$ cat src/rtl/raster_dispatch_pkg.sv
// Shared types for the triangle dispatcher: vertex/triangle layout and dispatch FSM states.
package raster_dispatch_pkg;

  localparam int WORD_W = 32;
  localparam int COMP   = 3;

  // Component 0 (x) sits in the least significant word.
  typedef logic [COMP-1:0][WORD_W-1:0] vertex_t;

  // Packed so that p1 lands in the LSBs of the host bus word.
  typedef struct packed {
    vertex_t p3;
    vertex_t p2;
    vertex_t p1;
  } triangle_t;

  typedef enum logic [1:0] {
    ST_IDLE,
    ST_ISSUE,
    ST_WAIT,
    ST_RETIRE
  } dispatch_state_e;

endpackage

$ cat src/rtl/raster_dispatch_if.sv
// Host-side queue port plus rasterizer start/done handshake and status, bundled for the dispatcher.
interface raster_dispatch_if
  import raster_dispatch_pkg::*;
#(
  parameter int DEPTH = 8,
  parameter int CNT_W = 32
);

  logic                      tri_valid;
  logic                      tri_ready;
  triangle_t                 tri_data;
  logic                      loop_en;
  logic                      flush;
  logic                      ru_start;
  vertex_t                   ru_p1;
  vertex_t                   ru_p2;
  vertex_t                   ru_p3;
  logic                      ru_done;
  logic                      busy;
  logic [$clog2(DEPTH):0]    fifo_count;
  logic [CNT_W-1:0]          tri_cycles;
  logic                      tri_cycles_valid;
  logic                      timeout_err;

  // Master is the host plus the rasterizer; slave is the dispatcher itself.
  modport master (
    output tri_valid, tri_data, loop_en, flush, ru_done,
    input  tri_ready, ru_start, ru_p1, ru_p2, ru_p3, busy,
           fifo_count, tri_cycles, tri_cycles_valid, timeout_err
  );

  modport slave (
    input  tri_valid, tri_data, loop_en, flush, ru_done,
    output tri_ready, ru_start, ru_p1, ru_p2, ru_p3, busy,
           fifo_count, tri_cycles, tri_cycles_valid, timeout_err
  );

endinterface

$ cat src/rtl/raster_dispatch_tri_fifo.sv
// Circular triangle queue; recirc moves the head entry to the tail without changing the count.
module tri_fifo
  import raster_dispatch_pkg::*;
#(
  parameter int DEPTH = 8
) (
  input  logic                   clk,
  input  logic                   areset_n,
  input  logic                   i_push,
  input  logic                   i_pop,
  input  logic                   i_recirc,
  input  logic                   i_clear,
  input  triangle_t              i_data,
  output triangle_t              o_head,
  output logic [$clog2(DEPTH):0] o_count
);

  localparam int PW = $clog2(DEPTH);

  triangle_t       r_mem [DEPTH];
  logic [PW-1:0]   r_wr_ptr;
  logic [PW-1:0]   r_rd_ptr;
  logic [PW:0]     r_count;

  always_ff @(posedge clk) begin
    if (!i_clear) begin
      if (i_recirc)
        r_mem[r_wr_ptr] <= r_mem[r_rd_ptr];
      else if (i_push)
        r_mem[r_wr_ptr] <= i_data;
    end
  end

  // DEPTH is a power of two, so pointer wrap is plain overflow.
  always_ff @(posedge clk or negedge areset_n) begin
    if (!areset_n) begin
      r_wr_ptr <= '0;
      r_rd_ptr <= '0;
      r_count  <= '0;
    end else if (i_clear) begin
      r_wr_ptr <= '0;
      r_rd_ptr <= '0;
      r_count  <= '0;
    end else if (i_recirc) begin
      r_wr_ptr <= r_wr_ptr + PW'(1);
      r_rd_ptr <= r_rd_ptr + PW'(1);
    end else begin
      if (i_push)
        r_wr_ptr <= r_wr_ptr + PW'(1);
      if (i_pop)
        r_rd_ptr <= r_rd_ptr + PW'(1);
      r_count <= r_count + (PW+1)'(i_push) - (PW+1)'(i_pop);
    end
  end

  assign o_head  = r_mem[r_rd_ptr];
  assign o_count = r_count;

endmodule

$ cat src/rtl/raster_dispatch.sv
// Dispatches queued triangles one at a time to the rasterizer, with replay, flush,
// per-triangle cycle measurement and a done-timeout watchdog.
module raster_dispatch
  import raster_dispatch_pkg::*;
#(
  parameter int DEPTH   = 8,
  parameter int CNT_W   = 32,
  parameter int TIMEOUT = 1048576
) (
  input  logic              clk,
  input  logic              areset_n,
  raster_dispatch_if.slave  bus
);

  localparam int CW = $clog2(DEPTH) + 1;
  localparam logic [CNT_W-1:0] TIMEOUT_C = CNT_W'(TIMEOUT);

  dispatch_state_e  r_state;
  dispatch_state_e  w_next;
  logic [CNT_W-1:0] r_counter;
  logic [CNT_W-1:0] w_cnt_inc;
  logic [CNT_W-1:0] r_tri_cycles;
  logic             r_tri_cycles_valid;
  logic             r_flush_pending;
  logic             r_timed_out;
  logic             r_timeout_err;
  vertex_t          r_p1;
  vertex_t          r_p2;
  vertex_t          r_p3;

  triangle_t        w_head;
  logic [CW-1:0]    w_count;
  logic             w_flush_any;
  logic             w_recirc;
  logic             w_clear;
  logic             w_pop;
  logic             w_push;
  logic             w_ready;
  logic             w_expired;

  // Host pushes are blocked while a flush is outstanding or the head is recirculating.
  always_comb begin
    w_cnt_inc   = (r_counter == '1) ? r_counter : r_counter + CNT_W'(1);
    w_flush_any = bus.flush || r_flush_pending;
    w_recirc    = (r_state == ST_RETIRE) && bus.loop_en && !r_timed_out && !w_flush_any;
    w_clear     = ((r_state == ST_IDLE) && bus.flush) || ((r_state == ST_RETIRE) && w_flush_any);
    w_pop       = (r_state == ST_RETIRE) && !w_recirc && !w_clear;
    w_ready     = ((w_count < CW'(DEPTH)) || w_pop) && !w_recirc && !w_flush_any;
    w_push      = bus.tri_valid && w_ready;
    w_expired   = (r_state == ST_WAIT) && !bus.ru_done && (r_counter == TIMEOUT_C);
  end

  always_comb begin
    w_next = r_state;
    case (r_state)
      ST_IDLE:   if ((w_count != '0) && !bus.flush) w_next = ST_ISSUE;
      ST_ISSUE:  w_next = ST_WAIT;
      ST_WAIT:   if (bus.ru_done || w_expired) w_next = ST_RETIRE;
      ST_RETIRE: w_next = ST_IDLE;
      default:   w_next = ST_IDLE;
    endcase
  end

  always_ff @(posedge clk or negedge areset_n) begin
    if (!areset_n) begin
      r_state            <= ST_IDLE;
      r_counter          <= '0;
      r_tri_cycles       <= '0;
      r_tri_cycles_valid <= 1'b0;
      r_flush_pending    <= 1'b0;
      r_timed_out        <= 1'b0;
      r_timeout_err      <= 1'b0;
      r_p1               <= '0;
      r_p2               <= '0;
      r_p3               <= '0;
    end else begin
      r_state            <= w_next;
      r_tri_cycles_valid <= 1'b0;
      if ((r_state == ST_ISSUE || r_state == ST_WAIT) && bus.flush)
        r_flush_pending <= 1'b1;
      else if (r_state == ST_RETIRE)
        r_flush_pending <= 1'b0;
      case (r_state)
        ST_IDLE: begin
          if (w_next == ST_ISSUE) begin
            r_p1 <= w_head.p1;
            r_p2 <= w_head.p2;
            r_p3 <= w_head.p3;
          end
        end
        ST_ISSUE: begin
          r_counter   <= CNT_W'(1);
          r_timed_out <= 1'b0;
        end
        ST_WAIT: begin
          r_counter <= w_cnt_inc;
          // The done cycle itself is counted in the reported latency.
          if (bus.ru_done) begin
            r_tri_cycles       <= w_cnt_inc;
            r_tri_cycles_valid <= 1'b1;
          end else if (w_expired) begin
            r_timed_out   <= 1'b1;
            r_timeout_err <= 1'b1;
          end
        end
        default: ;
      endcase
    end
  end

  tri_fifo #(.DEPTH(DEPTH)) u_fifo (
    .clk      (clk),
    .areset_n (areset_n),
    .i_push   (w_push),
    .i_pop    (w_pop),
    .i_recirc (w_recirc),
    .i_clear  (w_clear),
    .i_data   (bus.tri_data),
    .o_head   (w_head),
    .o_count  (w_count)
  );

  assign bus.tri_ready        = w_ready;
  assign bus.ru_start         = (r_state == ST_ISSUE);
  assign bus.ru_p1            = r_p1;
  assign bus.ru_p2            = r_p2;
  assign bus.ru_p3            = r_p3;
  assign bus.busy             = (r_state != ST_IDLE);
  assign bus.fifo_count       = w_count;
  assign bus.tri_cycles       = r_tri_cycles;
  assign bus.tri_cycles_valid = r_tri_cycles_valid;
  assign bus.timeout_err      = r_timeout_err;

endmodule

$ cat src/flat_wrapper.sv
// flat-port wrapper written by rule: the top's interface ports become plain ports
module raster_dispatch_flat import raster_dispatch_pkg::*;
#(
  parameter int DEPTH   = 8,
  parameter int CNT_W   = 32,
  parameter int TIMEOUT = 1048576
)
  (clk, areset_n, bus_tri_valid, bus_tri_data, bus_loop_en, bus_flush, bus_ru_done, bus_tri_ready, bus_ru_start, bus_ru_p1, bus_ru_p2, bus_ru_p3, bus_busy, bus_fifo_count, bus_tri_cycles, bus_tri_cycles_valid, bus_timeout_err);
  raster_dispatch_if #(.DEPTH(DEPTH), .CNT_W(CNT_W)) bus_i ();
  input  logic clk;
  input  logic areset_n;
  input wire logic [$bits(bus_i.tri_valid)-1:0] bus_tri_valid;
  input wire logic [$bits(bus_i.tri_data)-1:0] bus_tri_data;
  input wire logic [$bits(bus_i.loop_en)-1:0] bus_loop_en;
  input wire logic [$bits(bus_i.flush)-1:0] bus_flush;
  input wire logic [$bits(bus_i.ru_done)-1:0] bus_ru_done;
  output wire logic [$bits(bus_i.tri_ready)-1:0] bus_tri_ready;
  output wire logic [$bits(bus_i.ru_start)-1:0] bus_ru_start;
  output wire logic [$bits(bus_i.ru_p1)-1:0] bus_ru_p1;
  output wire logic [$bits(bus_i.ru_p2)-1:0] bus_ru_p2;
  output wire logic [$bits(bus_i.ru_p3)-1:0] bus_ru_p3;
  output wire logic [$bits(bus_i.busy)-1:0] bus_busy;
  output wire logic [$bits(bus_i.fifo_count)-1:0] bus_fifo_count;
  output wire logic [$bits(bus_i.tri_cycles)-1:0] bus_tri_cycles;
  output wire logic [$bits(bus_i.tri_cycles_valid)-1:0] bus_tri_cycles_valid;
  output wire logic [$bits(bus_i.timeout_err)-1:0] bus_timeout_err;
  assign bus_i.tri_valid = bus_tri_valid;
  assign bus_i.tri_data = bus_tri_data;
  assign bus_i.loop_en = bus_loop_en;
  assign bus_i.flush = bus_flush;
  assign bus_i.ru_done = bus_ru_done;
  assign bus_tri_ready = bus_i.tri_ready;
  assign bus_ru_start = bus_i.ru_start;
  assign bus_ru_p1 = bus_i.ru_p1;
  assign bus_ru_p2 = bus_i.ru_p2;
  assign bus_ru_p3 = bus_i.ru_p3;
  assign bus_busy = bus_i.busy;
  assign bus_fifo_count = bus_i.fifo_count;
  assign bus_tri_cycles = bus_i.tri_cycles;
  assign bus_tri_cycles_valid = bus_i.tri_cycles_valid;
  assign bus_timeout_err = bus_i.timeout_err;
  raster_dispatch #(.DEPTH(DEPTH), .CNT_W(CNT_W), .TIMEOUT(TIMEOUT)) u_core (.clk(clk), .areset_n(areset_n), .bus(bus_i));
endmodule
$ cat config.mk
export PLATFORM = sky130hd
export DESIGN_NAME = raster_dispatch_flat
export DESIGN_NICKNAME = d
export VERILOG_FILES = /design/src/rtl/raster_dispatch_pkg.sv /design/src/rtl/raster_dispatch_if.sv /design/src/rtl/raster_dispatch_tri_fifo.sv /design/src/rtl/raster_dispatch.sv /design/src/flat_wrapper.sv
export SDC_FILE = /design/constraint.sdc
export NUM_CORES = 2
export LEC_CHECK = 0
export ABC_AREA = 1
export BUFFER_PORTS_ARGS = -buffer_cell sky130_fd_sc_hd__buf_2
export CAP_MARGIN = 20
export CORE_ASPECT_RATIO = 0.7
export CORE_UTILIZATION = 50
export DETAILED_ROUTE_END_ITERATION = 12
export GPL_TIMING_DRIVEN = 0
export PLACE_DENSITY = 0.66
export SLEW_MARGIN = 20
export SYNTH_ARGS = -nofsm -noshare
export SYNTH_HDL_FRONTEND = slang
export SYNTH_SLANG_ARGS = --single-unit
$ cat constraint.sdc
create_clock -name clk -period 19.6 [get_ports clk]
set_input_delay 3.92 -clock clk [delete_from_list [all_inputs] [get_ports clk]]
set_output_delay 3.92 -clock clk [all_outputs]
set_load 0.05 [all_outputs]
### After elaboration in Yosys (flattened, before gate mapping)

Memory sizes are Yosys's and may differ from the RTL's.
Cells that the tools add are included.
W data, S select, Z words.

* add/subtract/negate cells: 5
* order comparisons: 1
* equality and inequality tests: 9
* mux-type cells: 28
* bitwise logic cells: 2
* reduce and logical (&&, ||, !) cells: 36

Operators by type and width (number)
* $mux W288: 1
* $pmux W32 S2: 1
* $add A32 B1 Y32 const B: 1
* $eq A32 B21 Y1 const B: 1
* $eq A32 B32 Y1 const B: 1
* $mux W32: 1
* $mux W3: 6
* $logic_and A1 B1 Y1: 14
* $mux W1: 13
* $mux W4: 2
* $pmux W2 S4: 1
* $add A3 B1 Y3 const B: 2
* $logic_not A1 Y1: 6
* $reduce_and A3 Y1: 2
* $reduce_bool A2 Y1: 3
* $reduce_bool A3 Y1: 2
* $logic_or A1 B1 Y1: 5
* $add A4 B1 Y4: 1
* $eq A2 B1 Y1 const B: 2
* $eq A2 B2 Y1 const B: 2
* $lt A4 B4 Y1 const B: 1
* $mux W2: 2
* $ne A2 B1 Y1 const B: 2
* $reduce_and A2 Y1: 2
* 7 further kinds: 7

* register bits: 368
* bits in writable memories: 2304
* bits of input ports: 294
* output and inout bits: 329
* logic and storage cells: 101
* memories kept: 1

Memory list
* u_core.u_fifo.r_mem: words 8, width 288, rd ports 1, clocked after Yosys merged registers in 0, write ports 1, RTL line raster_dispatch_tri_fifo.sv:20 `triangle_t r_mem [DEPTH];`

### Depth between registers and ports, before layout

* depth after elaboration: 16
* depth in mapped cells: 17
* depth with buffers taken out: 14

### Cells and area by module

A second synthesis with hierarchy kept.

* cell total of the unflattened synthesis: 11869
* area, all modules: 117716.6 sq um

By module, submodules not included
* tri_fifo: times used 1, cells each 10097, area each 102345.7 sq um, sequential area each 69436.6 sq um
* raster_dispatch: times used 1, cells each 1772, area each 15371.0 sq um, sequential area each 8958.6 sq um

### Worst setup path after synthesis

Ideal clock, no wire load.

* kind: input to register
* start: input bus_flush
* end: memory u_core.u_fifo.r_mem[0][0] (netlist name) (enable)
* setup time: 0.639 ns
* data arrival time: 10.763 ns
* required time: 18.961 ns
* setup slack: 8.199 ns
* stages: 13
* buffers on the path: 1
* path through: nor2_1 -> inv_1 -> nor2_4 -> nand3_2 -> nand2_1 -> inv_1 -> nand2_1 -> buf_4 -> nand2_1 -> nand2_1 -> inv_1 -> nand2_1 -> inv_1

* word-level cells in the longest chain between the ends: 15
* elaborated cells between the ends (all ways): 22
* those cells by class: 7 x mux; 1 x bitwise; 14 x reduce/logical

Ends and longest elaborated chain
* start, declared: RTL line flat_wrapper.sv:15 `input wire logic [$bits(bus_i.flush)-1:0] bus_flush;`
* $logic_or A1 B1 Y1: RTL line raster_dispatch.sv:44 `w_flush_any = bus.flush || r_flush_pending;`
* $logic_not A1 Y1: RTL line raster_dispatch.sv:45, raster_dispatch.sv:48
* $logic_and A1 B1 Y1: RTL line raster_dispatch.sv:45 `w_recirc = (r_state == ST_RETIRE) && bus.loop_en && !r_timed_out && !w_flush_any;`
* $logic_not A1 Y1: RTL line raster_dispatch.sv:47, raster_dispatch.sv:48
* $logic_and A1 B1 Y1 (2 in a row): RTL line raster_dispatch.sv:47 `w_pop = (r_state == ST_RETIRE) && !w_recirc && !w_clear;`
* $logic_or A1 B1 Y1: RTL line raster_dispatch.sv:48 `w_ready = ((w_count < CW'(DEPTH)) || w_pop) && !w_recirc && !w_flush_any;`
* $logic_and A1 B1 Y1: RTL line raster_dispatch.sv:48
* $logic_and A1 B1 Y1 (*): RTL line raster_dispatch.sv:48
* via bus_tri_ready: RTL line flat_wrapper.sv:17 `output wire logic [$bits(bus_i.tri_ready)-1:0] bus_tri_ready;`
* $logic_and A1 B1 Y1 (*): RTL line raster_dispatch.sv:49 `w_push = bus.tri_valid && w_ready;`
* $mux W1 (*): RTL line raster_dispatch_tri_fifo.sv:29 `else if (i_push)`
* $mux W1 (*): RTL line raster_dispatch_tri_fifo.sv:27 `if (i_recirc)`
* $mux W1 (*): RTL line raster_dispatch_tri_fifo.sv:26 `if (!i_clear) begin`
* $mux W1 (not written as such) (*): RTL line raster_dispatch_tri_fifo.sv:30 `r_mem[r_wr_ptr] <= i_data;`
* $or A1 B1 Y1 (no source line) (*)
* end, declared: RTL line raster_dispatch_tri_fifo.sv:20

Mark *: on every way through the listed nets, which the timed path passes. The rest lies on a longest branch.

### Final worst setup path

* start: input bus_flush
* end: output bus_tri_ready

* word-level cells in the longest chain between the ends: 9
* elaborated cells between the ends (all ways): 13
* those cells by class: 13 x reduce/logical

Ends and longest elaborated chain (RTL line)
* $logic_or A1 B1 Y1: raster_dispatch.sv:44
* $logic_not A1 Y1: raster_dispatch.sv:45, raster_dispatch.sv:48
* $logic_and A1 B1 Y1: raster_dispatch.sv:45
* $logic_not A1 Y1: raster_dispatch.sv:47, raster_dispatch.sv:48
* $logic_and A1 B1 Y1 (2 in a row): raster_dispatch.sv:47
* $logic_or A1 B1 Y1: raster_dispatch.sv:48
* $logic_and A1 B1 Y1: raster_dispatch.sv:48
* $logic_and A1 B1 Y1 (*): raster_dispatch.sv:48
* end, declared: flat_wrapper.sv:17

Every way passes the cells marked *; elsewhere a longest branch is shown, timed or not.

==> run_summary.xml <==
<?xml version="1.0" encoding="UTF-8"?>
<metrics>
  <group name="critical_path">
    <metric name="max_stage_delay" unit="ns">0.27</metric>
    <metric name="cp_cell_sequence" unit="">buf_2 &gt; nor2_1 &gt; inv_1 &gt; nor2_4 &gt; nand3_2 &gt; nand2_1 &gt; inv_1 &gt; buf_2</metric>
    <metric name="timing.critical_path.to_type" unit="">primary output</metric>
    <metric name="cp.buffers_inverters" unit="">4</metric>
    <metric name="timing.critical_path.arrival" unit="ns">5.17</metric>
    <metric name="timing.reg2reg.worst_path_depth" unit="">14</metric>
    <metric name="worst-endpoint-required" unit="ns">15.68</metric>
    <metric name="regToRegStartpoint" unit="">u_core.r_state[0]</metric>
    <metric name="critical_path.top_delay_family" unit="">buffers and inverters</metric>
    <metric name="slack_of_the_worst_reg_to_reg_path" unit="ns">15.13</metric>
    <metric name="worst-path-max-fanout" unit="">10</metric>
    <metric name="type_of_the_worst_setup_path" unit="">input port to primary output</metric>
    <metric name="number_of_gates_on_the_worst_path_with_buffers_counted" unit="">8</metric>
    <metric name="start_kind" unit="">input port</metric>
    <metric name="cpMaxStageDelayCell" unit="">sky130_fd_sc_hd__buf_2</metric>
    <metric name="timing.rr.end" unit="">u_core.bus.ru_p3[45]</metric>
  </group>
  <group name="drt">
    <metric name="via_count" unit="">78912</metric>
    <metric name="highest_layer" unit="">met5</metric>
    <metric name="starting_drt_drc_count" unit="">11036</metric>
    <metric name="drc" unit="">0</metric>
    <metric name="met1_routed_wirelength_after_detailed_routing" unit="um">140000</metric>
    <metric name="routedWlPerCell" unit="um">26.4</metric>
    <metric name="routed-wl-met3" unit="um">39800</metric>
    <metric name="met2WireLength" unit="um">149000</metric>
    <metric name="number_of_detailed_route_iterations_in_the_first_pass" unit="">8</metric>
    <metric name="final_antenna_net_count" unit="">0</metric>
    <metric name="finalWirelength" unit="um">343000</metric>
    <metric name="drt-vias-per-instance" unit="">6.06</metric>
  </group>
  <group name="clocking">
    <metric name="cts-root-to-sink-buffers" unit="">4</metric>
    <metric name="post_cts.repair.setup_buffers" unit="">0</metric>
    <metric name="cts-htree-levels" unit="">4</metric>
    <metric name="clock_sinks" unit="">2672</metric>
    <metric name="number_of_buffers_created_by_cts" unit="">249</metric>
    <metric name="tritoncts" unit="">built</metric>
    <metric name="clk_latency" unit="ns">0.94</metric>
    <metric name="cts.hold.buffers_added" unit="">0</metric>
    <metric name="clk_pin_slew_worst_paths" unit="ns">0.07</metric>
    <metric name="post_cts_resized" unit="">0</metric>
    <metric name="buffer_type_at_the_clock_tree_root" unit="">sky130_fd_sc_hd__clkbuf_16</metric>
  </group>
  <group name="yosys">
    <metric name="synth_top_area_share" unit="%">64.4</metric>
    <metric name="synth-main-ff-cell" unit="">sky130_fd_sc_hd__edfxtp_1</metric>
    <metric name="post_synth_instance_area" unit="um2">107000</metric>
    <metric name="number_of_instances_in_the_synthesized_netlist" unit="">9017</metric>
    <metric name="synth_top_area_cell" unit="">sky130_fd_sc_hd__edfxtp_1</metric>
    <metric name="synth_seq_cells" unit="">2672</metric>
    <metric name="synthArstFlopShare" unit="%">13.8</metric>
    <metric name="avgSynthCellArea" unit="um2">11.9</metric>
    <metric name="synth-edff-count" unit="">2304</metric>
    <metric name="register_area_share_after_synthesis" unit="%">73.0</metric>
    <metric name="synthesis.nets" unit="">9326</metric>
    <metric name="biggest_area_contributors_in_the_synthesized_netlist" unit="">sky130_fd_sc_hd__edfxtp_1 64%, sky130_fd_sc_hd__dfrtp_1 8.6%, sky130_fd_sc_hd__nand2_1 5.7%, sky130_fd_sc_hd__o21ai_0 5.5%, sky130_fd_sc_hd__nor2_1 5.3%</metric>
    <metric name="synthDistinctLibCells" unit="">37</metric>
    <metric name="synth.yosys.warnings" unit="">0</metric>
  </group>
  <group name="global_route">
    <metric name="overflow" unit="">0</metric>
    <metric name="grt_use_total" unit="%">30.9</metric>
    <metric name="grt_max_degree" unit="">89</metric>
    <metric name="grt_pass1_vias" unit="">73495</metric>
    <metric name="grt_first_pass_wirelength" unit="um">493000</metric>
    <metric name="grt_antenna_before_repair" unit="">28</metric>
  </group>
  <group name="place">
    <metric name="detailed_place.area" unit="um2">115000</metric>
    <metric name="place_congestion" unit="">0.913</metric>
    <metric name="port_buffers" unit="">622</metric>
    <metric name="detailedPlacementHpwl" unit="um">220000</metric>
  </group>
  <group name="timing">
    <metric name="fin_setup_tns" unit="ns">0</metric>
    <metric name="timing.hold.ws" unit="ns">0.464</metric>
    <metric name="timing.final.max_slew_violations" unit="">0</metric>
    <metric name="final_setup_vio_count" unit="">0</metric>
    <metric name="fin_worst_skew" unit="ns">0.0889</metric>
    <metric name="timing.slew.headroom" unit="%">19.8</metric>
    <metric name="maxClockFrequency" unit="MHz">110</metric>
    <metric name="final_worst_path_period_share" unit="%">46.4</metric>
    <metric name="timing.final.crit_period" unit="ns">9.09</metric>
    <metric name="timing.final.hold_violations" unit="">0</metric>
    <metric name="max_slew.worst_pin.slew" unit="ns">1.20</metric>
    <metric name="rsz0062_at_grt" unit="">false</metric>
  </group>
  <group name="power">
    <metric name="swShare" unit="%">40.2</metric>
    <metric name="clock_power_share" unit="%">24.6</metric>
    <metric name="ir_worst_vdd" unit="uV">117</metric>
    <metric name="total_switching_power" unit="mW">7.86</metric>
    <metric name="cellPowerDensity" unit="nW/um2">159</metric>
    <metric name="power_frac_comb" unit="%">35.3</metric>
    <metric name="seq_power_share" unit="%">40.1</metric>
    <metric name="p_int" unit="mW">11.7</metric>
    <metric name="leakage" unit="nW">45.6</metric>
  </group>
  <group name="floorplan">
    <metric name="fp.dieH" unit="um">390</metric>
    <metric name="top_level_ports" unit="">623</metric>
    <metric name="core_area" unit="um2">212000</metric>
    <metric name="die_outline_area" unit="um2">217000</metric>
    <metric name="start_util" unit="%">50.6</metric>
    <metric name="die_span_in_x" unit="um">556</metric>
    <metric name="num_rows" unit="">141</metric>
  </group>
  <group name="layout">
    <metric name="multiInputGateArea" unit="um2">25900</metric>
    <metric name="area_growth_syn_to_layout" unit="%">14.8</metric>
    <metric name="final_area" unit="um2">123000</metric>
    <metric name="drive_gt1_share" unit="%">12.7</metric>
    <metric name="finish.net_count" unit="">10241</metric>
    <metric name="fillerInstances" unit="">17147</metric>
    <metric name="most-common-layout-cells" unit="">2304 x sky130_fd_sc_hd__edfxtp_1, 1617 x sky130_fd_sc_hd__nand2_1, 1508 x sky130_fd_sc_hd__nor2_1</metric>
    <metric name="area.sequential" unit="um2">78400</metric>
    <metric name="mostFrequentLayoutCell" unit="">sky130_fd_sc_hd__edfxtp_1</metric>
    <metric name="final_util" unit="%">58.1</metric>
  </group>
  <group name="min_path">
    <metric name="hold_path_startpoint" unit="">u_core.bus.ru_p3[90]</metric>
    <metric name="hold_path_depth" unit="">2</metric>
    <metric name="capture_endpoint_of_the_worst_hold_path" unit="">u_core.bus.ru_p3[90]</metric>
    <metric name="min-delay-path-class" unit="">register to register</metric>
  </group>
  <group name="run">
    <metric name="max_cap_violations" unit="">0</metric>
  </group>
  <group name="outcome">
    <metric name="outcome" unit="">finished clean</metric>
  </group>
</metrics>
worst max-delay path by stage:
stage                     startpoint                     endpoint  slack [ns]
after floorplan            bus_flush    u_core.u_fifo.r_mem[0][0]        8.20
after CTS                  bus_flush                bus_tri_ready       10.54
after detailed placement   bus_flush                bus_tri_ready       10.54
after global placement     bus_flush  u_core.u_fifo.r_mem[7][173]        2.03
final                      bus_flush                bus_tri_ready       10.51
after global routing       bus_flush                bus_tri_ready       10.45
state kept, by name (all words and copies together), names as in the netlist:
signal and flops:
u_core.bus.ru_p3 96, u_core.u_fifo.o_count 4, u_core.r_flush_pending 1, u_core.bus.ru_p2 96
u_core.u_fifo.r_mem 2304, u_core.u_fifo.r_wr_ptr 3, u_core.u_fifo.r_rd_ptr 3, u_core.bus.timeout_err 1
u_core.bus.ru_p1 96, u_core.r_timed_out 1, u_core.bus.tri_cycles 32, u_core.r_counter 32
u_core.r_state 2, u_core.bus.tri_cycles_valid 1
metrics by stage:
step,setup slack [ns],total power [mW],instances
6_report,10.51,19.6,13012
5_1_grt,10.45,20.3,13006
4_1_cts,10.54,19.5,13003
3_5_place_dp,10.54,14.7,12541
3_3_place_gp,2.03,14.6,12499
2_1_floorplan,8.20,12.2,9017
synthesized netlist by cell type (2+ instances only):
cell type,n
sky130_fd_sc_hd__buf_2,177
sky130_fd_sc_hd__buf_1,36
sky130_fd_sc_hd__nor2_2,2
sky130_fd_sc_hd__o21ai_1,9
sky130_fd_sc_hd__nand4_1,300
sky130_fd_sc_hd__nand3_1,20
sky130_fd_sc_hd__o21ai_0,1186
sky130_fd_sc_hd__nor4_1,2
sky130_fd_sc_hd__dfrtp_1,368
sky130_fd_sc_hd__buf_4,24
sky130_fd_sc_hd__xor2_1,18
sky130_fd_sc_hd__ha_1,14
sky130_fd_sc_hd__nand2_1,1617
sky130_fd_sc_hd__inv_2,6
sky130_fd_sc_hd__a31oi_1,300
sky130_fd_sc_hd__nand3b_1,2
sky130_fd_sc_hd__inv_1,86
sky130_fd_sc_hd__nor2_1,1509
sky130_fd_sc_hd__o31ai_1,2
sky130_fd_sc_hd__a21oi_1,5
sky130_fd_sc_hd__o22ai_1,589
sky130_fd_sc_hd__edfxtp_1,2304
sky130_fd_sc_hd__xnor2_1,3
sky130_fd_sc_hd__clkbuf_1,412
sky130_fd_sc_hd__nor3_1,14
cells by family after synthesis:
family	Yosys count	synth area share, %
and+or+nand+nor	3472	12.9
DFF	2672	73.0
AOI/OAI and AO/OA	2094	10.8
buffers and inverters	743	2.89
xor gates and xnor gates	21	0.171
adders and majority gates	15	0.182
worst reg2reg max path, delay by kind of cell, from the launching register on:
family / cells / cell delay (ns)
buf+inv: 3 / 1.08
simple gates: 10 / 2.44
fa+ha+maj: 1 / 0.41
flops: 1 / 0.42
layer usage:
| metal | global-route usage [%] | vias to the layer above |
|---|---|---|
| met3 | 6.36 | 639 |
| met4 | 11.5 | 2 |
| met2 | 45.4 | 4734 |
| met5 | 0 | - |
| li1 | - | 34594 |
| met1 | 45.6 | 38943 |
area by class of cell:
type	instances	share of cell area, %
antenna	9	0.0183
buffer	650	2.26
clock buffer	338	5.67
clock inverter	124	0.809
inverter	93	0.332
multi-input combinational	5602	21.0
sequential	2672	63.6
tap	2860	2.90
timing repair buffer	664	3.43
power by group through the flow:
| stage | Sequential (mW) | Combinational [mW] | Clock [mW] |
|---|---|---|---|
| after floorplan | 8.91 | 3.26 | 0 |
| after global routing | 7.88 | 7.41 | 5.02 |
| after global placement | 8.03 | 6.57 | 0 |
| final | 7.85 | 6.91 | 4.81 |
| after detailed placement | 7.95 | 6.79 | 0 |
| after CTS | 7.84 | 6.81 | 4.82 |
Power figures use the tool's default switching activity.
